==> config.mk <==
export PLATFORM = sky130hd
export DESIGN_NAME = drbg_nonce_ctrl
export DESIGN_NICKNAME = d
export VERILOG_FILES = /design/src/rtl/drbg_nonce_ctrl.sv
export SDC_FILE = /design/constraint.sdc
export NUM_CORES = 1
export LEC_CHECK = 0
export BUFFER_PORTS_ARGS = -buffer_cell sky130_fd_sc_hd__clkbuf_2
export CORE_MARGIN = 4
export CORE_UTILIZATION = 45
export CTS_BUF_LIST = sky130_fd_sc_hd__clkbuf_4 sky130_fd_sc_hd__clkbuf_8
export DETAILED_ROUTE_END_ITERATION = 12
export MAX_ROUTING_LAYER = met4
export PLACE_DENSITY = 0.7
export SLEW_MARGIN = 10
export SYNTH_ARGS = -nofsm -noshare
export SYNTH_HDL_FRONTEND = slang
export SYNTH_SLANG_ARGS = --single-unit
export TNS_END_PERCENT = 100
==> constraint.sdc <==
create_clock -name clk -period 2.7 [get_ports clk]
set_clock_uncertainty 0.15 [all_clocks]
set_input_delay 0.54 -clock clk [delete_from_list [all_inputs] [get_ports clk]]
set_output_delay 0.54 -clock clk [all_outputs]
set_load 0.01 [all_outputs]
==> src/rtl/drbg_nonce_ctrl.sv <==
// Sequencer between the HMAC-DRBG nonce generator and the ECC datapath: picks init/next,
// handshakes the command, captures the nonce and streams it out MSW first.
module drbg_nonce_ctrl #(
    parameter int unsigned REG_SIZE        = 384,
    parameter int unsigned WORD_SIZE       = 32,
    parameter int unsigned RESEED_INTERVAL = 16,
    parameter int unsigned TIMEOUT         = 4096
) (
    input  logic                 clk,
    input  logic                 reset,
    input  logic                 req,
    input  logic                 req_mode,
    input  logic                 reseed_force,
    output logic                 busy,
    output logic                 err,
    output logic                 drbg_mode,
    output logic                 drbg_init,
    output logic                 drbg_next,
    input  logic                 drbg_ready,
    input  logic                 drbg_valid,
    input  logic [REG_SIZE-1:0]  drbg_nonce,
    output logic                 out_valid,
    input  logic                 out_ready,
    output logic [WORD_SIZE-1:0] out_data,
    output logic                 out_last
);

    localparam int unsigned NUM_WORDS = REG_SIZE / WORD_SIZE;
    localparam int unsigned GEN_W     = $clog2(RESEED_INTERVAL + 1);
    localparam int unsigned WDOG_W    = $clog2(TIMEOUT + 1);
    localparam int unsigned IDX_W     = (NUM_WORDS > 1) ? $clog2(NUM_WORDS) : 1;

    localparam logic [GEN_W-1:0]  GEN_MAX   = GEN_W'(RESEED_INTERVAL);
    localparam logic [WDOG_W-1:0] WDOG_MAX  = WDOG_W'(TIMEOUT);
    localparam logic [WDOG_W-1:0] WDOG_TRIP = WDOG_W'(TIMEOUT - 1);
    localparam logic [IDX_W-1:0]  IDX_LAST  = IDX_W'(NUM_WORDS - 1);

    typedef enum logic [2:0] {
        S_IDLE,
        S_ISSUE,
        S_WAIT,
        S_OUT,
        S_ERR
    } state_t;

    state_t              state, state_n;
    logic                mode_reg, mode_n;
    logic                use_init, use_init_n;
    logic                inst_valid, inst_valid_n;
    logic                inst_mode, inst_mode_n;
    logic                reseed_pend, reseed_pend_n;
    logic [GEN_W-1:0]    gen_cnt, gen_cnt_n;
    logic [WDOG_W-1:0]   wdog, wdog_n;
    logic [IDX_W-1:0]    idx, idx_n;
    logic [REG_SIZE-1:0] nonce_buf, nonce_buf_n;

    logic                 busy_n, err_n, drbg_mode_n, drbg_init_n, drbg_next_n;
    logic                 out_valid_n, out_last_n;
    logic [WORD_SIZE-1:0] out_data_n;

    // Next-state, datapath and next-output decode
    always_comb begin
        state_n       = state;
        mode_n        = mode_reg;
        use_init_n    = use_init;
        inst_valid_n  = inst_valid;
        inst_mode_n   = inst_mode;
        reseed_pend_n = reseed_pend;
        gen_cnt_n     = gen_cnt;
        wdog_n        = wdog;
        idx_n         = idx;
        nonce_buf_n   = nonce_buf;

        case (state)
            S_IDLE: begin
                if (reseed_force) begin
                    reseed_pend_n = 1'b1;
                end
                if (req) begin
                    mode_n     = req_mode;
                    use_init_n = !inst_valid || reseed_pend || reseed_force ||
                                 (req_mode != inst_mode) || (gen_cnt == GEN_MAX);
                    wdog_n     = '0;
                    state_n    = S_ISSUE;
                end
            end
            S_ISSUE: begin
                wdog_n = (wdog == WDOG_MAX) ? wdog : wdog + WDOG_W'(1);
                if (wdog == WDOG_TRIP) begin
                    state_n = S_ERR;
                end else if (!drbg_ready) begin
                    state_n = S_WAIT;
                    if (use_init) begin
                        gen_cnt_n     = GEN_W'(1);
                        inst_valid_n  = 1'b1;
                        reseed_pend_n = 1'b0;
                        inst_mode_n   = mode_reg;
                    end else begin
                        gen_cnt_n = gen_cnt + GEN_W'(1);
                    end
                end
            end
            S_WAIT: begin
                wdog_n = (wdog == WDOG_MAX) ? wdog : wdog + WDOG_W'(1);
                if (wdog == WDOG_TRIP) begin
                    state_n = S_ERR;
                end else if (drbg_ready && drbg_valid) begin
                    nonce_buf_n = drbg_nonce;
                    idx_n       = '0;
                    state_n     = S_OUT;
                end
            end
            S_OUT: begin
                if (out_ready) begin
                    if (idx == IDX_LAST) begin
                        nonce_buf_n = '0;
                        idx_n       = '0;
                        state_n     = S_IDLE;
                    end else begin
                        nonce_buf_n = nonce_buf << WORD_SIZE;
                        idx_n       = idx + IDX_W'(1);
                    end
                end
            end
            S_ERR: begin
                nonce_buf_n  = '0;
                inst_valid_n = 1'b0;
            end
            default: begin
                state_n = S_IDLE;
            end
        endcase

        busy_n      = (state_n != S_IDLE);
        err_n       = (state_n == S_ERR);
        drbg_init_n = (state_n == S_ISSUE) && use_init_n;
        drbg_next_n = (state_n == S_ISSUE) && !use_init_n;
        drbg_mode_n = (state_n == S_ISSUE) && mode_n;
        out_valid_n = (state_n == S_OUT);
        out_last_n  = (state_n == S_OUT) && (idx_n == IDX_LAST);
        out_data_n  = (state_n == S_OUT) ? nonce_buf_n[REG_SIZE-1 -: WORD_SIZE] : '0;
    end

    // State, datapath and registered outputs
    always_ff @(posedge clk) begin
        if (reset) begin
            state       <= S_IDLE;
            mode_reg    <= 1'b0;
            use_init    <= 1'b0;
            inst_valid  <= 1'b0;
            inst_mode   <= 1'b0;
            reseed_pend <= 1'b0;
            gen_cnt     <= '0;
            wdog        <= '0;
            idx         <= '0;
            nonce_buf   <= '0;
            busy        <= 1'b0;
            err         <= 1'b0;
            drbg_mode   <= 1'b0;
            drbg_init   <= 1'b0;
            drbg_next   <= 1'b0;
            out_valid   <= 1'b0;
            out_last    <= 1'b0;
            out_data    <= '0;
        end else begin
            state       <= state_n;
            mode_reg    <= mode_n;
            use_init    <= use_init_n;
            inst_valid  <= inst_valid_n;
            inst_mode   <= inst_mode_n;
            reseed_pend <= reseed_pend_n;
            gen_cnt     <= gen_cnt_n;
            wdog        <= wdog_n;
            idx         <= idx_n;
            nonce_buf   <= nonce_buf_n;
            busy        <= busy_n;
            err         <= err_n;
            drbg_mode   <= drbg_mode_n;
            drbg_init   <= drbg_init_n;
            drbg_next   <= drbg_next_n;
            out_valid   <= out_valid_n;
            out_last    <= out_last_n;
            out_data    <= out_data_n;
        end
    end

endmodule

Word-level counts from Yosys, hierarchy flattened. Cells that the tools add are included. W data, S select, Z words.

Add/subtract/negate cells: 3. Multiply operators: 0. Reduce and logical (&&, ||, !) cells: 25. Bitwise operators: 3. Muxes and demuxes: 35. Shift-type cells: 0. Eq/ne operators: 22. Div/mod/pow operators: 0. Order comparisons: 0.

Operators with widths (count): $mux W384 (4); $pmux W384 S3 (1); $mux W13 (2); $pmux W13 S2 (1); $mux W3 (7); $ne A2 B2 Y1 const B (9); $mux W4 (4); $pmux W3 S5 (1); $add A13 B1 Y13 const B (1); $eq A13 B12 Y1 const B (1); $eq A13 B13 Y1 const B (1); $reduce_and A4 Y1 (3); $mux W1 (11); $eq A3 B2 Y1 const B (3); $eq A4 B4 Y1 const B (2); $pmux W4 S2 (1); $eq A3 B1 Y1 const B (2); $eq A3 B3 Y1 const B (2); $reduce_and A3 Y1 (2); $reduce_bool A2 Y1 (3); $reduce_bool A3 Y1 (2); $add A5 B1 Y5 const B (1); $eq A5 B5 Y1 const B (1); $logic_and A1 B1 Y1 (5); other kinds (10) (18).

Flip-flop bits (word level): 453. Bits of input ports: 392. Memories: 0. Memory bits (writable): 0. Memory bits (read-only): 0. Output and inout port bits: 39. Word-level logic and storage cells: 107. Bits in latches: 0.

Logic depth before layout (Yosys ltp).
Depth after elaboration: 9. Depth in mapped cells: 9. Gate-level depth less buffers: 6.

Worst setup path after synthesis. Ideal clock, no wire load.

Path type: input-to-reg. Start: input port out_ready. End: register out_data[2]. Data arrival time: 2.048 ns. Required time: 2.464 ns. Cell stages on the path: 7. Library setup time: 0.086 ns. Slack: 0.416 ns. Path buffers: 3. Cells stage by stage: clkbuf_1 > and4b_1 > nor2_1 > clkbuf_1 > clkbuf_1 > o211ai_1 > a211oi_1.

Word-level cells in the longest chain between the ends: 5. Elaborated cells between the ends (all ways): 7. Those cells by class: 1 x eq/ne; 4 x mux; 1 x bitwise; 1 x reduce/logical.

RTL lines: start, declared (line 23) `input logic out_ready,`; $mux W3 (line 114) `if (out_ready) begin`; $pmux W3 S5 (line 74) `case (state)`; $eq A3 B2 Y1 (line 141) `out_data_n = (state_n == S_OUT) ? nonce_buf_n[REG_SIZE-1 -: WORD_SIZE] : '0;`; $not A1 Y1 (no source line); $reduce_or A2 Y1 (no source line); end signal, assigned (line 183) `out_data <= out_data_n;`; end, declared (line 24) `output logic [WORD_SIZE-1:0] out_data,`.

Several ways; a longest one is shown, not always the timed one. The select of a mux whose other input is x is not followed. A chain may end at the register's enable or synchronous reset.

Worst setup path after layout.
Start: register wdog[1]. End: register nonce_buf[188].

Word-level cells in the longest chain between the ends: 3.

RTL lines: start, declared (line 53) `logic [WDOG_W-1:0] wdog, wdog_n;`; start signal, assigned (line 173) `wdog <= wdog_n;`; $eq A13 B12 Y1 (line 105) `if (wdog == WDOG_TRIP) begin`; $ne A2 B2 Y1 (no source line); $reduce_and A4 Y1 (no source line); end signal, assigned (line 175) `nonce_buf <= nonce_buf_n;`; end, declared (line 55) `logic [REG_SIZE-1:0] nonce_buf, nonce_buf_n;`.

No other way between the ends.

==> flow_metrics.tcl <==
set metrics [dict create \
    path_buf_inv 1 \
    drt_iter0_drc 2028 \
    cts_max_level 3 \
    syn_avg_cell_area_um2 9.27 \
    hold_slack_ps 49.1 \
    end_kind "flip-flop" \
    timing.slew.headroom_pct 42.6 \
    vdd_ir_drop_max_mv 0.420 \
    pin_count 431 \
    grt_pass1_vias 19600 \
    arrival_ps 3040 \
    largest_reg_flops 384 \
    syn-num-nets 2531 \
    setup_tns_ps 0 \
    path_delay_family "simple AND/OR/NAND/NOR gates" \
    drtPass1Iterations 5 \
    synth_most_common_cell "dfxtp_1" \
    yosys.cell_types.count 54 \
    die-area_mm2 0.0474 \
    hp-class "input port to flip-flop" \
    fmax_mhz 371 \
    final_hold_viol_count 0 \
    yosys.area.top_type "dfxtp_1" \
    r2r_cells 6 \
    setup_violations 0 \
    syn2layout_area_growth_pct 23.6 \
    nNetsFinal 2831 \
    die_x_um 218 \
    maxCapViolCount 0 \
    cts_tree "built" \
    min_delay_path_depth 3 \
    initial_core_util_pct 45.7 \
    core_area_mm2 0.0433 \
    crit_fanout 165 \
    clock_path_buffers 3 \
    period_needed_ps 2700 \
    num_rows 76 \
    crit_required_ps 3050 \
    antenna_found_initial 11 \
    numCtsBuffers 77 \
    outcome "finished clean" \
    regMostFlops "nonce_buf" \
    drc 0 \
    antenna_left 0 \
    clkSlewWorstSetupHoldPaths_ps 70 \
    synth_area_leaders "dfxtp_1 46%, a32oi_1 15%, o211ai_1 15%, a21oi_1 10%, clkbuf_1 4.1%" \
    instances_no_fill 3083 \
    drive_gt1_share_pct 25.8 \
    p_leak_nw 8.13 \
    grt_pass1_wl_um 112000 \
    power-per-cell-area_mw_per_mm2 582 \
    cpPeakStageDelay_ps 540 \
    place_congestion 0.894 \
    worstSetupStartpointType "flip-flop" \
    grt_max_degree 166 \
    drv_slew 0 \
    ys_warn_count 0 \
    cts.sinks 453 \
    grt.total_usage_pct 30.2 \
    syn_inst 2134 \
    critPathKind "flip-flop to flip-flop" \
    tightest_slew_ps 861 \
    portBuffers 430 \
    die_y_um 218 \
    dp_cells 2904 \
    yosysSeqAreaShare_pct 45.8 \
    synthFlopType "dfxtp_1" \
    reg_top3 "nonce_buf (384), out_data (32), wdog (13)" \
    synth-seq-cells 453 \
    synth_common_cells "453 x dfxtp_1, 405 x a21oi_1, 385 x o211ai_1" \
    asyncSetResetFlopFracSynth_pct 0 \
    fin_crit_sh_pct 99.9 \
    cts_root_buf "clkbuf_8" \
    vias 20400 \
    crit_chain "ha_1 -> nand4_1 -> or4_4 -> buf_12 -> a32oi_1 -> a21oi_1" \
    avgRoutedWirePerCell_um 24.0 \
    drt_wl_total_um 73800 \
    path_depth 6 \
    synth_edf_count 0 \
    viasPerCell 6.60 \
    rsz0062_at_grt "false" \
    slowest_stage "a32oi_1" \
    insertion_delay_ps 660 \
    hpwl_um 48500 \
    grt.overflow.total 0 \
    synth.top_cell.area_share_pct 45.8 \
    syn_area_mm2 0.0198 \
]
==> cell usage in the layout (no fill, tap or decap), types with 3 or more instances in the layout <==
master / n
dfxtp_1: 453
clkbuf_8: 98
nand4_1: 5
diode_2: 15
buf_12: 40
o211ai_1: 385
nor3_1: 3
clkbuf_4: 23
nand3_1: 48
a32oi_1: 343
a211oi_1: 34
or4b_1: 3
and4_1: 3
a31oi_1: 9
a311oi_1: 3
ha_1: 5
nor4b_2: 3
and3_1: 3
dlygate4sd3_1: 36
nor2_1: 13
clkinvlp_4: 5
buf_4: 26
inv_1: 12
or3_1: 12
a21oi_1: 404
nand2_1: 18
clkbuf_2: 429
nand2b_1: 5
o21ai_0: 13
==> layout make-up <==
cell class	count	area [µm²]
multi-input cells	1357	9460
diodes	15	37.5
inverters	12	45.0
flip-flops and latches	453	9070
fillers	3895	18800
well taps	585	732
clock buffers	121	1520
repair buffers	533	3550
clock inverters	7	47.5
==> power by group <==
group | switching, mW | total, mW | internal, mW | leakage [nW]
clock | 2.80 | 6.35 | 3.55 | 0.819
combinational | 0.583 | 1.03 | 0.442 | 3.66
sequential | 0.0729 | 6.86 | 6.79 | 3.65
total | 3.46 | 14.2 | 10.8 | 8.13
==> final timing paths <==
kind | from | to | slack [ps]
worst max-delay path | wdog[1]$_SDFFE_PP0P_ | nonce_buf[188]$_SDFFE_PP0P_ | 3
worst min-delay path | drbg_nonce[271] | nonce_buf[271]$_SDFFE_PP0P_ | 50
worst max register to register | wdog[1]$_SDFFE_PP0P_ | nonce_buf[188]$_SDFFE_PP0P_ | 3
worst min register to register | nonce_buf[94]$_SDFFE_PP0P_ | nonce_buf[126]$_SDFFE_PP0P_ | 310
==> metrics by stage <==
stage | worst slack, ps | power [mW] | cell area [µm²] | utilization, %
3_5_place_dp | 180 | 7.97 | 22500 | 51.9
6_report | 2.52 | 14.2 | 24500 | 56.5
2_1_floorplan | 416 | 7.43 | 19800 | -
4_1_cts | 147 | 14.3 | 24400 | 56.4
5_1_grt | 18.6 | 14.7 | 24400 | 56.5
3_3_place_gp | 236 | 7.95 | 22500 | 51.9
==> tightest hold or removal path: stages <==
cell and delay, ps:
clkbuf_2 80, a32oi_1 70, a21oi_1 130
==> cells by family after synthesis <==
kind of cell,share of synthesized area [%]
compound gates,42.9
xor+xnor,0.0885
fa+ha+maj,0.316
buf+inv,6.71
flops,45.8
mux,0.158
simple gates,4.00
==> timing repair <==
item / CTS / global route
setup endpoints to repair: 0 / 6
buffers inserted: 0 / 0
hold buffers: 36 / 0
hold endpoints to repair: 36 / 0
gates resized for setup: 0 / 3
==> routing by layer <==
| metal | GRT usage (%) | part of all wire [%] | wire length, µm |
|---|---|---|---|
| met5 | - | 0 | 0 |
| met4 | 11.4 | 4.0 | 2980 |
| met3 | 8.36 | 9.1 | 6740 |
| met2 | 47.0 | 47 | 34700 |
| met1 | 37.5 | 40 | 29400 |
No activity file was read; power rests on OpenSTA's default activity.
